**src/rtl/trap_sequencer_pkg.sv**
```systemverilog
// Shared definitions for the trap sequencer: privilege-mode encodings,
// exception/interrupt cause indices and the WFI sleep-state type.
package trap_sequencer_pkg;

  localparam logic [1:0] M_MODE = 2'b11;
  localparam logic [1:0] S_MODE = 2'b01;
  localparam logic [1:0] U_MODE = 2'b00;

  localparam logic [3:0] EXC_ILLEGAL    = 4'd2;
  localparam logic [3:0] EXC_BREAKPOINT = 4'd3;
  localparam logic [3:0] EXC_ECALL_U    = 4'd8;

  localparam logic [3:0] INT_SSI = 4'd1;
  localparam logic [3:0] INT_MSI = 4'd3;
  localparam logic [3:0] INT_STI = 4'd5;
  localparam logic [3:0] INT_MTI = 4'd7;
  localparam logic [3:0] INT_SEI = 4'd9;
  localparam logic [3:0] INT_MEI = 4'd11;

  localparam logic [11:0] STD_INT_MASK = 12'b1010_1010_1010;

  typedef enum logic {
    RUN,
    SLEEP
  } wfi_state_t;

endpackage

```
**src/rtl/trap_sequencer_if.sv**
```systemverilog
// Bundle between the privileged decoder / CSR file (master) and the trap
// sequencer (slave).
interface trap_sequencer_if #(
  parameter int XLEN = 64
);
  logic            StallW;
  logic            InstrValidM;
  logic [XLEN-1:0] PCM;
  logic [31:0]     InstrM;
  logic            EcallFaultM;
  logic            BreakpointFaultM;
  logic            IllegalInstrFaultM;
  logic            mretM;
  logic            sretM;
  logic            wfiM;
  logic [11:0]     PendingIntsM;
  logic [XLEN-1:0] MTVEC;
  logic [XLEN-1:0] STVEC;
  logic [XLEN-1:0] MEPC;
  logic [XLEN-1:0] SEPC;
  logic [15:0]     MEDELEG;
  logic [11:0]     MIDELEG;
  logic [1:0]      STATUS_MPP;
  logic            STATUS_SPP;

  logic [1:0]      PrivilegeModeW;
  logic            TrapM;
  logic            RetM;
  logic            TrapToSM;
  logic [XLEN-1:0] RedirectPCM;
  logic [XLEN-1:0] CauseM;
  logic [XLEN-1:0] NextEPCM;
  logic [XLEN-1:0] NextTvalM;
  logic            WFIStallM;

  modport master (
    output StallW, InstrValidM, PCM, InstrM, EcallFaultM, BreakpointFaultM,
           IllegalInstrFaultM, mretM, sretM, wfiM, PendingIntsM, MTVEC, STVEC,
           MEPC, SEPC, MEDELEG, MIDELEG, STATUS_MPP, STATUS_SPP,
    input  PrivilegeModeW, TrapM, RetM, TrapToSM, RedirectPCM, CauseM,
           NextEPCM, NextTvalM, WFIStallM
  );

  modport slave (
    input  StallW, InstrValidM, PCM, InstrM, EcallFaultM, BreakpointFaultM,
           IllegalInstrFaultM, mretM, sretM, wfiM, PendingIntsM, MTVEC, STVEC,
           MEPC, SEPC, MEDELEG, MIDELEG, STATUS_MPP, STATUS_SPP,
    output PrivilegeModeW, TrapM, RetM, TrapToSM, RedirectPCM, CauseM,
           NextEPCM, NextTvalM, WFIStallM
  );

endinterface

```
**src/rtl/trap_sequencer_int_prio.sv**
```systemverilog
// Interrupt priority encoder: MEI > MSI > MTI > SEI > SSI > STI.
// Non-standard pending bits still raise valid; they rank below the six
// standard sources, highest index first.
module trap_int_prio
  import trap_sequencer_pkg::*;
(
  input  logic [11:0] pending,
  output logic        valid,
  output logic [3:0]  cause
);

  logic [11:0] other;

  // Lowest priority is assigned first so that later matches override it.
  always_comb begin
    valid = |pending;
    other = pending & ~STD_INT_MASK;
    cause = '0;
    for (int unsigned i = 0; i < 12; i++) begin
      if (other[i]) cause = 4'(i);
    end
    if (pending[INT_STI]) cause = INT_STI;
    if (pending[INT_SSI]) cause = INT_SSI;
    if (pending[INT_SEI]) cause = INT_SEI;
    if (pending[INT_MTI]) cause = INT_MTI;
    if (pending[INT_MSI]) cause = INT_MSI;
    if (pending[INT_MEI]) cause = INT_MEI;
  end

endmodule

```
**src/rtl/trap_sequencer.sv**
```systemverilog
// Trap sequencer: resolves M-stage trap priority and delegation, produces
// redirect/cause/EPC/tval, and owns the privilege-mode register and the WFI
// sleep FSM. Optional macro TRAP_VECTORED_EN enables vectored interrupt
// targets when the selected tvec mode field is 01.
module trap_sequencer
  import trap_sequencer_pkg::*;
#(
  parameter int XLEN        = 64,
  parameter bit S_SUPPORTED = 1'b1,
  parameter bit U_SUPPORTED = 1'b1
) (
  input  logic             clk,
  input  logic             reset,
  trap_sequencer_if.slave  bus
);

  wfi_state_t      state;
  logic [1:0]      mode;
  logic [XLEN-1:0] wake_pc;

  logic            int_valid;
  logic [3:0]      int_cause;

  logic            asleep, run_valid;
  logic            take_int, take_ill, take_bp, take_ecall, trap;
  logic            take_mret, take_sret, ret;
  logic [3:0]      exc_cause, cause_idx;
  logic [15:0]     ideleg;
  logic            deleg, to_s;
  logic [XLEN-1:0] tvec, base;
  logic [1:0]      ret_mode;

  trap_int_prio u_int_prio (
    .pending (bus.PendingIntsM),
    .valid   (int_valid),
    .cause   (int_cause)
  );

  // Trap/return resolution and all combinational outputs.
  always_comb begin
    asleep     = (state == SLEEP);
    run_valid  = ~reset & ~asleep & bus.InstrValidM;
    take_int   = ~reset & int_valid & (asleep | bus.InstrValidM);
    take_ill   = run_valid & ~int_valid & bus.IllegalInstrFaultM;
    take_bp    = run_valid & ~int_valid & ~bus.IllegalInstrFaultM & bus.BreakpointFaultM;
    take_ecall = run_valid & ~int_valid & ~bus.IllegalInstrFaultM & ~bus.BreakpointFaultM
                 & bus.EcallFaultM;
    trap       = take_int | take_ill | take_bp | take_ecall;
    take_mret  = run_valid & ~trap & bus.mretM;
    take_sret  = run_valid & ~trap & ~bus.mretM & bus.sretM;
    ret        = take_mret | take_sret;

    exc_cause  = take_ill ? EXC_ILLEGAL :
                 take_bp  ? EXC_BREAKPOINT : (EXC_ECALL_U + {2'b00, mode});
    cause_idx  = take_int ? int_cause : exc_cause;
    ideleg     = {4'b0000, bus.MIDELEG};
    deleg      = take_int ? ideleg[cause_idx] : bus.MEDELEG[cause_idx];
    to_s       = S_SUPPORTED & trap & (mode != M_MODE) & deleg;
    tvec       = to_s ? bus.STVEC : bus.MTVEC;
    base       = tvec & {{(XLEN-2){1'b1}}, 2'b00};
    ret_mode   = take_mret ? (U_SUPPORTED ? bus.STATUS_MPP : M_MODE)
                           : {1'b0, bus.STATUS_SPP};

    bus.PrivilegeModeW = mode;
    bus.WFIStallM      = asleep;
    bus.TrapM          = trap;
    bus.RetM           = ret;
    bus.TrapToSM       = to_s;
    bus.RedirectPCM    = '0;
    bus.CauseM         = '0;
    bus.NextEPCM       = '0;
    bus.NextTvalM      = '0;

    if (trap) begin
      bus.RedirectPCM = base;
`ifdef TRAP_VECTORED_EN
      if (take_int && tvec[1:0] == 2'b01)
        bus.RedirectPCM = base + {{(XLEN-6){1'b0}}, cause_idx, 2'b00};
`endif
      bus.CauseM   = {take_int, {(XLEN-5){1'b0}}, cause_idx};
      bus.NextEPCM = asleep ? wake_pc : bus.PCM;
      if (take_ill)
        bus.NextTvalM = {{(XLEN-32){1'b0}}, bus.InstrM};
      else if (take_bp)
        bus.NextTvalM = bus.PCM;
    end else if (take_mret) begin
      bus.RedirectPCM = bus.MEPC;
    end else if (take_sret) begin
      bus.RedirectPCM = bus.SEPC;
    end
  end

  // Privilege-mode register and WFI sleep FSM; both frozen by StallW.
  always_ff @(posedge clk) begin
    if (reset) begin
      state   <= RUN;
      mode    <= M_MODE;
      wake_pc <= '0;
    end else if (!bus.StallW) begin
      if (trap)
        mode <= to_s ? S_MODE : M_MODE;
      else if (ret)
        mode <= ret_mode;
      case (state)
        RUN: begin
          if (bus.InstrValidM && bus.wfiM && !trap) begin
            state   <= SLEEP;
            wake_pc <= bus.PCM + XLEN'(4);
          end
        end
        SLEEP: begin
          if (int_valid) state <= RUN;
        end
        default: state <= RUN;
      endcase
    end
  end

endmodule

```
**src/flat_wrapper.sv**
```systemverilog
// flat-port wrapper written by rule: the top's interface ports become plain ports
module trap_sequencer_flat import trap_sequencer_pkg::*;
#(
  parameter int XLEN        = 64,
  parameter bit S_SUPPORTED = 1'b1,
  parameter bit U_SUPPORTED = 1'b1
)
  (clk, reset, bus_StallW, bus_InstrValidM, bus_PCM, bus_InstrM, bus_EcallFaultM, bus_BreakpointFaultM, bus_IllegalInstrFaultM, bus_mretM, bus_sretM, bus_wfiM, bus_PendingIntsM, bus_MTVEC, bus_STVEC, bus_MEPC, bus_SEPC, bus_MEDELEG, bus_MIDELEG, bus_STATUS_MPP, bus_STATUS_SPP, bus_PrivilegeModeW, bus_TrapM, bus_RetM, bus_TrapToSM, bus_RedirectPCM, bus_CauseM, bus_NextEPCM, bus_NextTvalM, bus_WFIStallM);
  trap_sequencer_if #(.XLEN(XLEN)) bus_i ();
  input  logic clk;
  input  logic reset;
  input wire logic [$bits(bus_i.StallW)-1:0] bus_StallW;
  input wire logic [$bits(bus_i.InstrValidM)-1:0] bus_InstrValidM;
  input wire logic [$bits(bus_i.PCM)-1:0] bus_PCM;
  input wire logic [$bits(bus_i.InstrM)-1:0] bus_InstrM;
  input wire logic [$bits(bus_i.EcallFaultM)-1:0] bus_EcallFaultM;
  input wire logic [$bits(bus_i.BreakpointFaultM)-1:0] bus_BreakpointFaultM;
  input wire logic [$bits(bus_i.IllegalInstrFaultM)-1:0] bus_IllegalInstrFaultM;
  input wire logic [$bits(bus_i.mretM)-1:0] bus_mretM;
  input wire logic [$bits(bus_i.sretM)-1:0] bus_sretM;
  input wire logic [$bits(bus_i.wfiM)-1:0] bus_wfiM;
  input wire logic [$bits(bus_i.PendingIntsM)-1:0] bus_PendingIntsM;
  input wire logic [$bits(bus_i.MTVEC)-1:0] bus_MTVEC;
  input wire logic [$bits(bus_i.STVEC)-1:0] bus_STVEC;
  input wire logic [$bits(bus_i.MEPC)-1:0] bus_MEPC;
  input wire logic [$bits(bus_i.SEPC)-1:0] bus_SEPC;
  input wire logic [$bits(bus_i.MEDELEG)-1:0] bus_MEDELEG;
  input wire logic [$bits(bus_i.MIDELEG)-1:0] bus_MIDELEG;
  input wire logic [$bits(bus_i.STATUS_MPP)-1:0] bus_STATUS_MPP;
  input wire logic [$bits(bus_i.STATUS_SPP)-1:0] bus_STATUS_SPP;
  output wire logic [$bits(bus_i.PrivilegeModeW)-1:0] bus_PrivilegeModeW;
  output wire logic [$bits(bus_i.TrapM)-1:0] bus_TrapM;
  output wire logic [$bits(bus_i.RetM)-1:0] bus_RetM;
  output wire logic [$bits(bus_i.TrapToSM)-1:0] bus_TrapToSM;
  output wire logic [$bits(bus_i.RedirectPCM)-1:0] bus_RedirectPCM;
  output wire logic [$bits(bus_i.CauseM)-1:0] bus_CauseM;
  output wire logic [$bits(bus_i.NextEPCM)-1:0] bus_NextEPCM;
  output wire logic [$bits(bus_i.NextTvalM)-1:0] bus_NextTvalM;
  output wire logic [$bits(bus_i.WFIStallM)-1:0] bus_WFIStallM;
  assign bus_i.StallW = bus_StallW;
  assign bus_i.InstrValidM = bus_InstrValidM;
  assign bus_i.PCM = bus_PCM;
  assign bus_i.InstrM = bus_InstrM;
  assign bus_i.EcallFaultM = bus_EcallFaultM;
  assign bus_i.BreakpointFaultM = bus_BreakpointFaultM;
  assign bus_i.IllegalInstrFaultM = bus_IllegalInstrFaultM;
  assign bus_i.mretM = bus_mretM;
  assign bus_i.sretM = bus_sretM;
  assign bus_i.wfiM = bus_wfiM;
  assign bus_i.PendingIntsM = bus_PendingIntsM;
  assign bus_i.MTVEC = bus_MTVEC;
  assign bus_i.STVEC = bus_STVEC;
  assign bus_i.MEPC = bus_MEPC;
  assign bus_i.SEPC = bus_SEPC;
  assign bus_i.MEDELEG = bus_MEDELEG;
  assign bus_i.MIDELEG = bus_MIDELEG;
  assign bus_i.STATUS_MPP = bus_STATUS_MPP;
  assign bus_i.STATUS_SPP = bus_STATUS_SPP;
  assign bus_PrivilegeModeW = bus_i.PrivilegeModeW;
  assign bus_TrapM = bus_i.TrapM;
  assign bus_RetM = bus_i.RetM;
  assign bus_TrapToSM = bus_i.TrapToSM;
  assign bus_RedirectPCM = bus_i.RedirectPCM;
  assign bus_CauseM = bus_i.CauseM;
  assign bus_NextEPCM = bus_i.NextEPCM;
  assign bus_NextTvalM = bus_i.NextTvalM;
  assign bus_WFIStallM = bus_i.WFIStallM;
  trap_sequencer #(.XLEN(XLEN), .S_SUPPORTED(S_SUPPORTED), .U_SUPPORTED(U_SUPPORTED)) u_core (.clk(clk), .reset(reset), .bus(bus_i));
endmodule
```
**config.mk**
```make
export PLATFORM = sky130hd
export DESIGN_NAME = trap_sequencer_flat
export DESIGN_NICKNAME = d
export VERILOG_FILES = /design/src/rtl/trap_sequencer_pkg.sv /design/src/rtl/trap_sequencer_if.sv /design/src/rtl/trap_sequencer_int_prio.sv /design/src/rtl/trap_sequencer.sv /design/src/flat_wrapper.sv
export SDC_FILE = /design/constraint.sdc
export NUM_CORES = 1
export LEC_CHECK = 0
export CAP_MARGIN = 40
export CORE_AREA = 2 2 262 264
export CTS_BUF_LIST = sky130_fd_sc_hd__clkbuf_8
export CTS_CLUSTER_DIAMETER = 30
export DETAILED_ROUTE_END_ITERATION = 10
export DIE_AREA = 0 0 264 266
export PLACE_DENSITY = 0.36
export SETUP_SLACK_MARGIN = 0.4
export SYNTH_ARGS = -nofsm -noshare
export SYNTH_HDL_FRONTEND = slang
export SYNTH_SLANG_ARGS = --single-unit
```
**constraint.sdc**
```tcl
create_clock -name clk -period 7.7 [get_ports clk]
set_clock_uncertainty 0.1 [all_clocks]
set_input_delay 2.31 -clock clk [delete_from_list [all_inputs] [get_ports clk]]
set_output_delay 2.31 -clock clk [all_outputs]
set_load 0.02 [all_outputs]
```
Word level (Yosys, flattened, before mapping)
Index checks and enable logic that the tools add are counted.
- equal/unequal tests: 1
- shifts and indexed selects: 0
- bitwise operators: 29
- add/subtract/negate cells: 2
- divide/modulo/power cells: 0
- $lt $le $gt $ge: 1
- multiply operators: 0
- multiplexer cells: 36
- reductions and logical operators: 7
- operator list (operator ; count):
    $mux W64 ; 10
    $add A64 B3 Y64 const B ; 1
    $mux W4 ; 11
    $and A1 B1 Y1 ; 16
    $reduce_or A12 Y1 ; 1
    $mux W2 ; 5
    $bmux W1 S4 ; 2
    $not A1 Y1 ; 8
    $mux W3 ; 2
    $lt A4 B5 Y1 const B ; 1
    $mux W1 ; 5
    $or A1 B1 Y1 ; 5
    $add A4 B2 Y4 const A ; 1
    $reduce_and A3 Y1 ; 1
    $logic_and A1 B1 Y1 ; 2
    $ne A2 B2 Y1 const B ; 1
    $pmux W1 S2 ; 1
    $reduce_and A2 Y1 ; 1
    $reduce_bool A2 Y1 ; 1
    $logic_not A1 Y1 ; 1
- memories kept: 0
- output and inout bits: 262
- word-level logic and storage cells: 79
- bits in writable memories: 0
- input port bits: 405
- register bits after elaboration: 67
- bits in latches: 0
- memory bits (read-only): 0

Logic depth before layout (Yosys ltp)
- depth in word-level cells: 18
- gate-level depth with buffers: 14

By module
Synthesis repeated with hierarchy kept, for this count alone.
- cell total of the unflattened synthesis: 1029
- area total of the unflattened synthesis: 8018.9 um^2
- by module, submodules not included (module ; sequential area each (um^2) ; times used ; cells an instance ; area an instance (um^2)):
    trap_sequencer ; 1341.3 ; 1 ; 1012 ; 7921.3
    trap_int_prio ; 0.0 ; 1 ; 17 ; 97.6

Worst setup path before layout
No wires, ideal clock.
- path kind: input-to-output
- start: in reset
- end: out bus_RedirectPCM[54]
- arrival: 5156 ps
- path slack: 134 ps
- stages: 11
- path buffers: 4
- required time: 5290 ps
- cells stage by stage: buf_2 -> o21ba_2 -> nand2_1 -> nor4_1 -> a2111oi_0 -> a2111o_1 -> buf_4 -> and2_4 -> buf_6 -> buf_6 -> o211ai_2
- word-level cells in the longest chain between the ends: 15
- elaborated cells on any way between the ends: 33
- ends and longest elaborated chain (what ; RTL line ; text):
    from (decl) ; flat_wrapper.sv:11 ; input logic reset;
    $not A1 Y1 * ; trap_sequencer.sv:42, trap_sequencer.sv:43 ;
    $and A1 B1 Y1 (2 in series) ; trap_sequencer.sv:42 ; run_valid = ~reset & ~asleep & bus.InstrValidM;
    $and A1 B1 Y1 ; trap_sequencer.sv:44, trap_sequencer.sv:45, trap_sequencer.sv:46 ;
    $and A1 B1 Y1 ; trap_sequencer.sv:45, trap_sequencer.sv:46 ;
    $and A1 B1 Y1 ; trap_sequencer.sv:45 ; take_bp = run_valid & ~int_valid & ~bus.IllegalInstrFaultM & bus.BreakpointFaultM;
    $mux W4 ; trap_sequencer.sv:54 ; take_bp ? EXC_BREAKPOINT : (EXC_ECALL_U + {2'b00, mode});
    $mux W4 ; trap_sequencer.sv:53 ; exc_cause = take_ill ? EXC_ILLEGAL :
    $mux W4 ; trap_sequencer.sv:55 ; cause_idx = take_int ? int_cause : exc_cause;
    $bmux W1 S4 ; trap_sequencer.sv:57 ; deleg = take_int ? ideleg[cause_idx] : bus.MEDELEG[cause_idx];
    $mux W1 (not written as such) ; trap_sequencer.sv:57 ;
    $mux W1 ; trap_sequencer.sv:57 ;
    $and A1 B1 Y1 * ; trap_sequencer.sv:58 ; to_s = S_SUPPORTED & trap & (mode != M_MODE) & deleg;
    via bus_TrapToSM ; flat_wrapper.sv:34 ; output wire logic [$bits(bus_i.TrapToSM)-1:0] bus_TrapToSM;
    $mux W64 * ; trap_sequencer.sv:59 ; tvec = to_s ? bus.STVEC : bus.MTVEC;
    $mux W64 * ; trap_sequencer.sv:74 ; if (trap) begin
    to (decl) ; flat_wrapper.sv:35 ; output wire logic [$bits(bus_i.RedirectPCM)-1:0] bus_RedirectPCM;
The timed path passes the listed nets; every way through them passes the cells marked *. The select of a mux whose other input is x is not followed.

Final worst setup path
- start: in bus_PendingIntsM[6]
- end: out bus_RedirectPCM[57]
- word-level cells in the longest chain between the ends: 16
- elaborated cells on any way between the ends: 41
- ends and longest elaborated chain (what ; RTL line ; text):
    from (decl) ; flat_wrapper.sv:22 ; input wire logic [$bits(bus_i.PendingIntsM)-1:0] bus_PendingIntsM;
    $mux W3 ; trap_sequencer_int_prio.sv:20 ; if (other[i]) cause = 4'(i);
    $mux W4 (2 in series) ; trap_sequencer_int_prio.sv:20 ;
    $mux W4 ; trap_sequencer_int_prio.sv:22 ; if (pending[INT_STI]) cause = INT_STI;
    $mux W4 ; trap_sequencer_int_prio.sv:23 ; if (pending[INT_SSI]) cause = INT_SSI;
    $mux W4 ; trap_sequencer_int_prio.sv:24 ; if (pending[INT_SEI]) cause = INT_SEI;
    $mux W4 ; trap_sequencer_int_prio.sv:25 ; if (pending[INT_MTI]) cause = INT_MTI;
    $mux W4 ; trap_sequencer_int_prio.sv:26 ; if (pending[INT_MSI]) cause = INT_MSI;
    $mux W4 ; trap_sequencer_int_prio.sv:27 ; if (pending[INT_MEI]) cause = INT_MEI;
    $mux W4 ; trap_sequencer.sv:55 ;
    $bmux W1 S4 ; trap_sequencer.sv:57 ;
    $mux W1 (not written as such) ; trap_sequencer.sv:57 ;
    $mux W1 ; trap_sequencer.sv:57 ;
    $and A1 B1 Y1 ; trap_sequencer.sv:58 ;
    $mux W64 ; trap_sequencer.sv:59 ;
    $mux W64 * ; trap_sequencer.sv:74 ;
Mark *: on every way between the ends. The rest lies on a longest branch, timed or not. The select of a mux whose other input is x is not followed.

==> impl_metrics.xml <==
<?xml version="1.0" encoding="UTF-8"?>
<metrics>
  <group name="cts">
    <metric name="cts_buffer_depth" unit="">2</metric>
    <metric name="clkTransAtPathRegs" unit="ns">0.08</metric>
    <metric name="htree_levels" unit="">3</metric>
    <metric name="cts.root.buffer_cell" unit="">sky130_fd_sc_hd__clkbuf_8</metric>
    <metric name="numCtsBuffers" unit="">9</metric>
    <metric name="clock_latency" unit="ns">0.41</metric>
    <metric name="clock_sink_count" unit="">67</metric>
    <metric name="cts_tree" unit="">built</metric>
  </group>
  <group name="logic_synthesis">
    <metric name="synth_ff_type" unit="">sky130_fd_sc_hd__dfxtp_1</metric>
    <metric name="netlist_instances" unit="">1076</metric>
    <metric name="async_reset_ff_share" unit="%">0</metric>
    <metric name="synth.distinct_cells" unit="">55</metric>
    <metric name="synth.yosys.seq_area_share" unit="%">17.1</metric>
    <metric name="synthesis.area" unit="mm²">0.00784</metric>
    <metric name="syn_area_per_cell" unit="µm²">7.29</metric>
    <metric name="synth-edff-count" unit="">0</metric>
    <metric name="yosysWarnings" unit="">0</metric>
    <metric name="synth.ff_latch_count" unit="">67</metric>
  </group>
  <group name="grt">
    <metric name="antenna_violations_before_repair" unit="">10</metric>
    <metric name="grt_pass1_wl" unit="µm">75200</metric>
    <metric name="track_usage" unit="%">14.5</metric>
    <metric name="first_global_vias" unit="">10900</metric>
    <metric name="grt_overflow" unit="">0</metric>
    <metric name="grt_start_max_net_pins" unit="">47</metric>
  </group>
  <group name="drt">
    <metric name="via_per_inst" unit="">4.10</metric>
    <metric name="starting_drc_count_in_detailed_routing" unit="">367</metric>
    <metric name="ant_nets" unit="">0</metric>
    <metric name="drt-pass1-iter-count" unit="">4</metric>
    <metric name="routedWlPerCell" unit="µm">20.5</metric>
    <metric name="num_vias" unit="">10700</metric>
    <metric name="drt-total-wl" unit="µm">53400</metric>
    <metric name="drc" unit="">0</metric>
  </group>
  <group name="sta">
    <metric name="final_min_period_over_clock_period" unit="%">98.2</metric>
    <metric name="maxClockFrequency" unit="GHz">0.132</metric>
    <metric name="timing_worst_slew_pin_value" unit="ns">0.751</metric>
    <metric name="report.final.hold_viol_count" unit="">0</metric>
    <metric name="fin_setup_tns" unit="ns">0</metric>
    <metric name="fin_crit" unit="ns">7.56</metric>
    <metric name="hold-worst-slack" unit="ns">0.362</metric>
    <metric name="rsz_0062_raised_after_global_routing" unit="">yes</metric>
    <metric name="setup_viol" unit="">0</metric>
    <metric name="worst_max_slew_margin_expressed_relative_to_the_limit" unit="%">50.0</metric>
    <metric name="number_of_slew_limit_violations_in_the_final_report" unit="">0</metric>
  </group>
  <group name="final_layout">
    <metric name="utilization" unit="%">23.6</metric>
    <metric name="drive_gt1_share" unit="%">20.2</metric>
    <metric name="multi_input_area" unit="mm²">0.00606</metric>
    <metric name="fill_cells" unit="">7503</metric>
    <metric name="register_cell_area_after_layout" unit="mm²">0.00135</metric>
    <metric name="fin_cells" unit="">2601</metric>
    <metric name="nets" unit="">2116</metric>
    <metric name="area_growth" unit="%">104</metric>
    <metric name="mostFrequentLayoutCells" unit="">sky130_fd_sc_hd__clkdlybuf4s50_1 (496), sky130_fd_sc_hd__nor2_1 (158), sky130_fd_sc_hd__buf_4 (132), sky130_fd_sc_hd__nand2_1 (94), sky130_fd_sc_hd__nand3_1 (76)</metric>
    <metric name="leading_cell_type_in_the_layout_fill_and_taps_excluded" unit="">sky130_fd_sc_hd__clkdlybuf4s50_1</metric>
  </group>
  <group name="die">
    <metric name="initial_utilization" unit="%">11.6</metric>
    <metric name="die_w" unit="µm">264</metric>
    <metric name="placementRows" unit="">96</metric>
    <metric name="boundaryPins" unit="">667</metric>
    <metric name="floorplan.die_area" unit="mm²">0.0702</metric>
    <metric name="design.core.area" unit="mm²">0.0677</metric>
    <metric name="die-height" unit="µm">266</metric>
  </group>
  <group name="worst_setup_path">
    <metric name="crit_fanout" unit="">7</metric>
    <metric name="r2r_path_end" unit="">u_core.bus.PrivilegeModeW[1]</metric>
    <metric name="rr_startpoint" unit="">u_core.bus.WFIStallM</metric>
    <metric name="category_of_the_worst_setup_path_launch_point" unit="">primary input</metric>
    <metric name="cp.required" unit="ns">5.29</metric>
    <metric name="timing.reg2reg.worst_path_depth" unit="">12</metric>
    <metric name="worstSetupEndpointType" unit="">primary output</metric>
    <metric name="cp_data_arrival_time" unit="ns">5.15</metric>
    <metric name="reg2reg_setup_slack" unit="ns">4.49</metric>
    <metric name="criticalPathCategory" unit="">in -&gt; out</metric>
  </group>
  <group name="power_and_ir_drop">
    <metric name="p_leak" unit="nW">5.87</metric>
    <metric name="power_dens_cells" unit="mW/mm²">89.0</metric>
    <metric name="ir_worst_vdd" unit="mV">0.0559</metric>
    <metric name="report.power.total" unit="W">0.00142</metric>
  </group>
  <group name="run_status">
    <metric name="status" unit="">complete, no violations</metric>
  </group>
  <group name="min_path">
    <metric name="hold_depth" unit="">2</metric>
    <metric name="worst_hold_path_type" unit="">reg -&gt; reg</metric>
    <metric name="worst_hold_path.endpoint" unit="">u_core.wake_pc[1]</metric>
    <metric name="min-delay-start" unit="">u_core.wake_pc[1]</metric>
  </group>
  <group name="placed_design">
    <metric name="port_buffers" unit="">593</metric>
    <metric name="gpl_wtd_cong" unit="">0.802</metric>
    <metric name="numPlacedInstances" unit="">2563</metric>
    <metric name="post-dp-hpwl" unit="µm">42800</metric>
  </group>
  <group name="run">
    <metric name="cap_violations" unit="">0</metric>
  </group>
</metrics>
[registers in the layout, indices dropped and copies added, names as in the netlist]
signal / cells
u_core.bus.PrivilegeModeW: 2
u_core.wake_pc: 64
u_core.bus.WFIStallM: 1
[stage by stage]
step / setup WS (ns) / cell area [µm²]
after CTS: 0.0805 / 15800
after global routing: 0.0463 / 16000
final: 0.136 / 16000
after floorplan: 0.413 / 8060
after detailed placement: -0.888 / 15200
after global placement: -0.903 / 15200
[cell type report]
cell class                 instances  share of cell area, %
timing repair buffer             724                   45.3
multi-input combinational        895                   37.9
sequential                        67                   8.41
tap                              882                   6.90
clock buffer                      11                  0.946
inverter                          13                  0.305
clock inverter                     5                  0.219
antenna                            4                 0.0626
[report_power, final]
group	leakage, nW	internal, W	switching [W]
clock network	0.0961	0.000136	0.000176
logic	5.22	0.000389	0.000349
registers	0.547	0.000362	0.0000118
[cells by family after synthesis]
| kind of cell | Yosys count | synth area share [%] |
|---|---|---|
| XOR/XNOR | 48 | 5.36 |
| AND/OR/NAND/NOR | 453 | 27.1 |
| buffers and inverters | 172 | 12.0 |
| adder cells (fa/ha/maj) | 1 | 0.160 |
| flip-flops | 67 | 17.1 |
| multiplexers | 73 | 9.32 |
| AO/OA/AOI/OAI | 261 | 28.9 |
| other | 1 | 0.0478 |
[worst max-delay path by stage]
stage,start,cells past startpoint,slack [ns],to
floorplan,reset,13,0.41,bus_RedirectPCM[54]
global placement,bus_PendingIntsM[2],13,-0.90,bus_RedirectPCM[47]
detailed placement,bus_PendingIntsM[2],13,-0.89,bus_RedirectPCM[47]
CTS,bus_PendingIntsM[0],15,0.08,bus_RedirectPCM[57]
global route,reset,15,0.05,bus_RedirectPCM[57]
finish,bus_PendingIntsM[6],15,0.14,bus_RedirectPCM[57]
[worst max-delay path, stage by stage]
cell                       delay [ns]
sky130_fd_sc_hd__buf_8           0.10
sky130_fd_sc_hd__nor4_4          0.28
sky130_fd_sc_hd__buf_4           0.17
sky130_fd_sc_hd__nand2_2         0.05
sky130_fd_sc_hd__or3_4           0.38
sky130_fd_sc_hd__and2_4          0.20
sky130_fd_sc_hd__mux2i_1         0.16
sky130_fd_sc_hd__mux2i_1         0.10
sky130_fd_sc_hd__a2111o_2        0.46
sky130_fd_sc_hd__and2_4          0.19
sky130_fd_sc_hd__buf_12          0.14
sky130_fd_sc_hd__buf_16          0.14
sky130_fd_sc_hd__buf_8           0.12
sky130_fd_sc_hd__o211ai_4        0.19
sky130_fd_sc_hd__buf_12          0.15
[synthesized netlist by cell type (4+ instances only)]
cell                       count  area, µm²
sky130_fd_sc_hd__buf_1         7       26.3
sky130_fd_sc_hd__nor2_1      161        604
sky130_fd_sc_hd__nor4_1        4       25.0
sky130_fd_sc_hd__and2_1        6       37.5
sky130_fd_sc_hd__dfxtp_1      67       1340
sky130_fd_sc_hd__o21ai_0      15       75.1
sky130_fd_sc_hd__inv_1        13       48.8
sky130_fd_sc_hd__a311oi_1     12        105
sky130_fd_sc_hd__and4_1       11       96.3
sky130_fd_sc_hd__or3_1        14       87.6
sky130_fd_sc_hd__mux2i_1      73        731
sky130_fd_sc_hd__xor2_1       24        210
sky130_fd_sc_hd__a211oi_1     46        345
sky130_fd_sc_hd__o211ai_1      6       45.0
sky130_fd_sc_hd__and3_1       35        219
sky130_fd_sc_hd__nor3_1       15       75.1
sky130_fd_sc_hd__buf_2         5       25.0
sky130_fd_sc_hd__nand2_1      95        357
sky130_fd_sc_hd__a22oi_1      63        473
sky130_fd_sc_hd__buf_4        60        450
sky130_fd_sc_hd__clkbuf_1     79        297
sky130_fd_sc_hd__a22o_1       33        289
sky130_fd_sc_hd__nand4_1      11       68.8
sky130_fd_sc_hd__xnor2_1      24        210
sky130_fd_sc_hd__buf_6         8       90.1
sky130_fd_sc_hd__nand3_1      87        435
sky130_fd_sc_hd__o211ai_2     59        738
sky130_fd_sc_hd__a21oi_1      10       50.1
[routing by layer]
layer	vias up	routed length, µm	global-route usage, %	share of wire (%)
li1	5103	-	-	-
met1	5040	21100	16.6	39
met2	441	27400	26.4	51
met3	56	3890	4.49	7.3
met4	12	961	3.29	1.8
met5	-	77	0	0.14
[timing repair]
item                       in CTS  in global routing
pin swaps                      43                 29
hold buffers                    0                  0
setup buffers                   7                  8
resized for setup             391                 44
setup endpoints to repair     164                 68
cloned                          3                  0
Note: power is estimated with default switching activity, not from simulation.
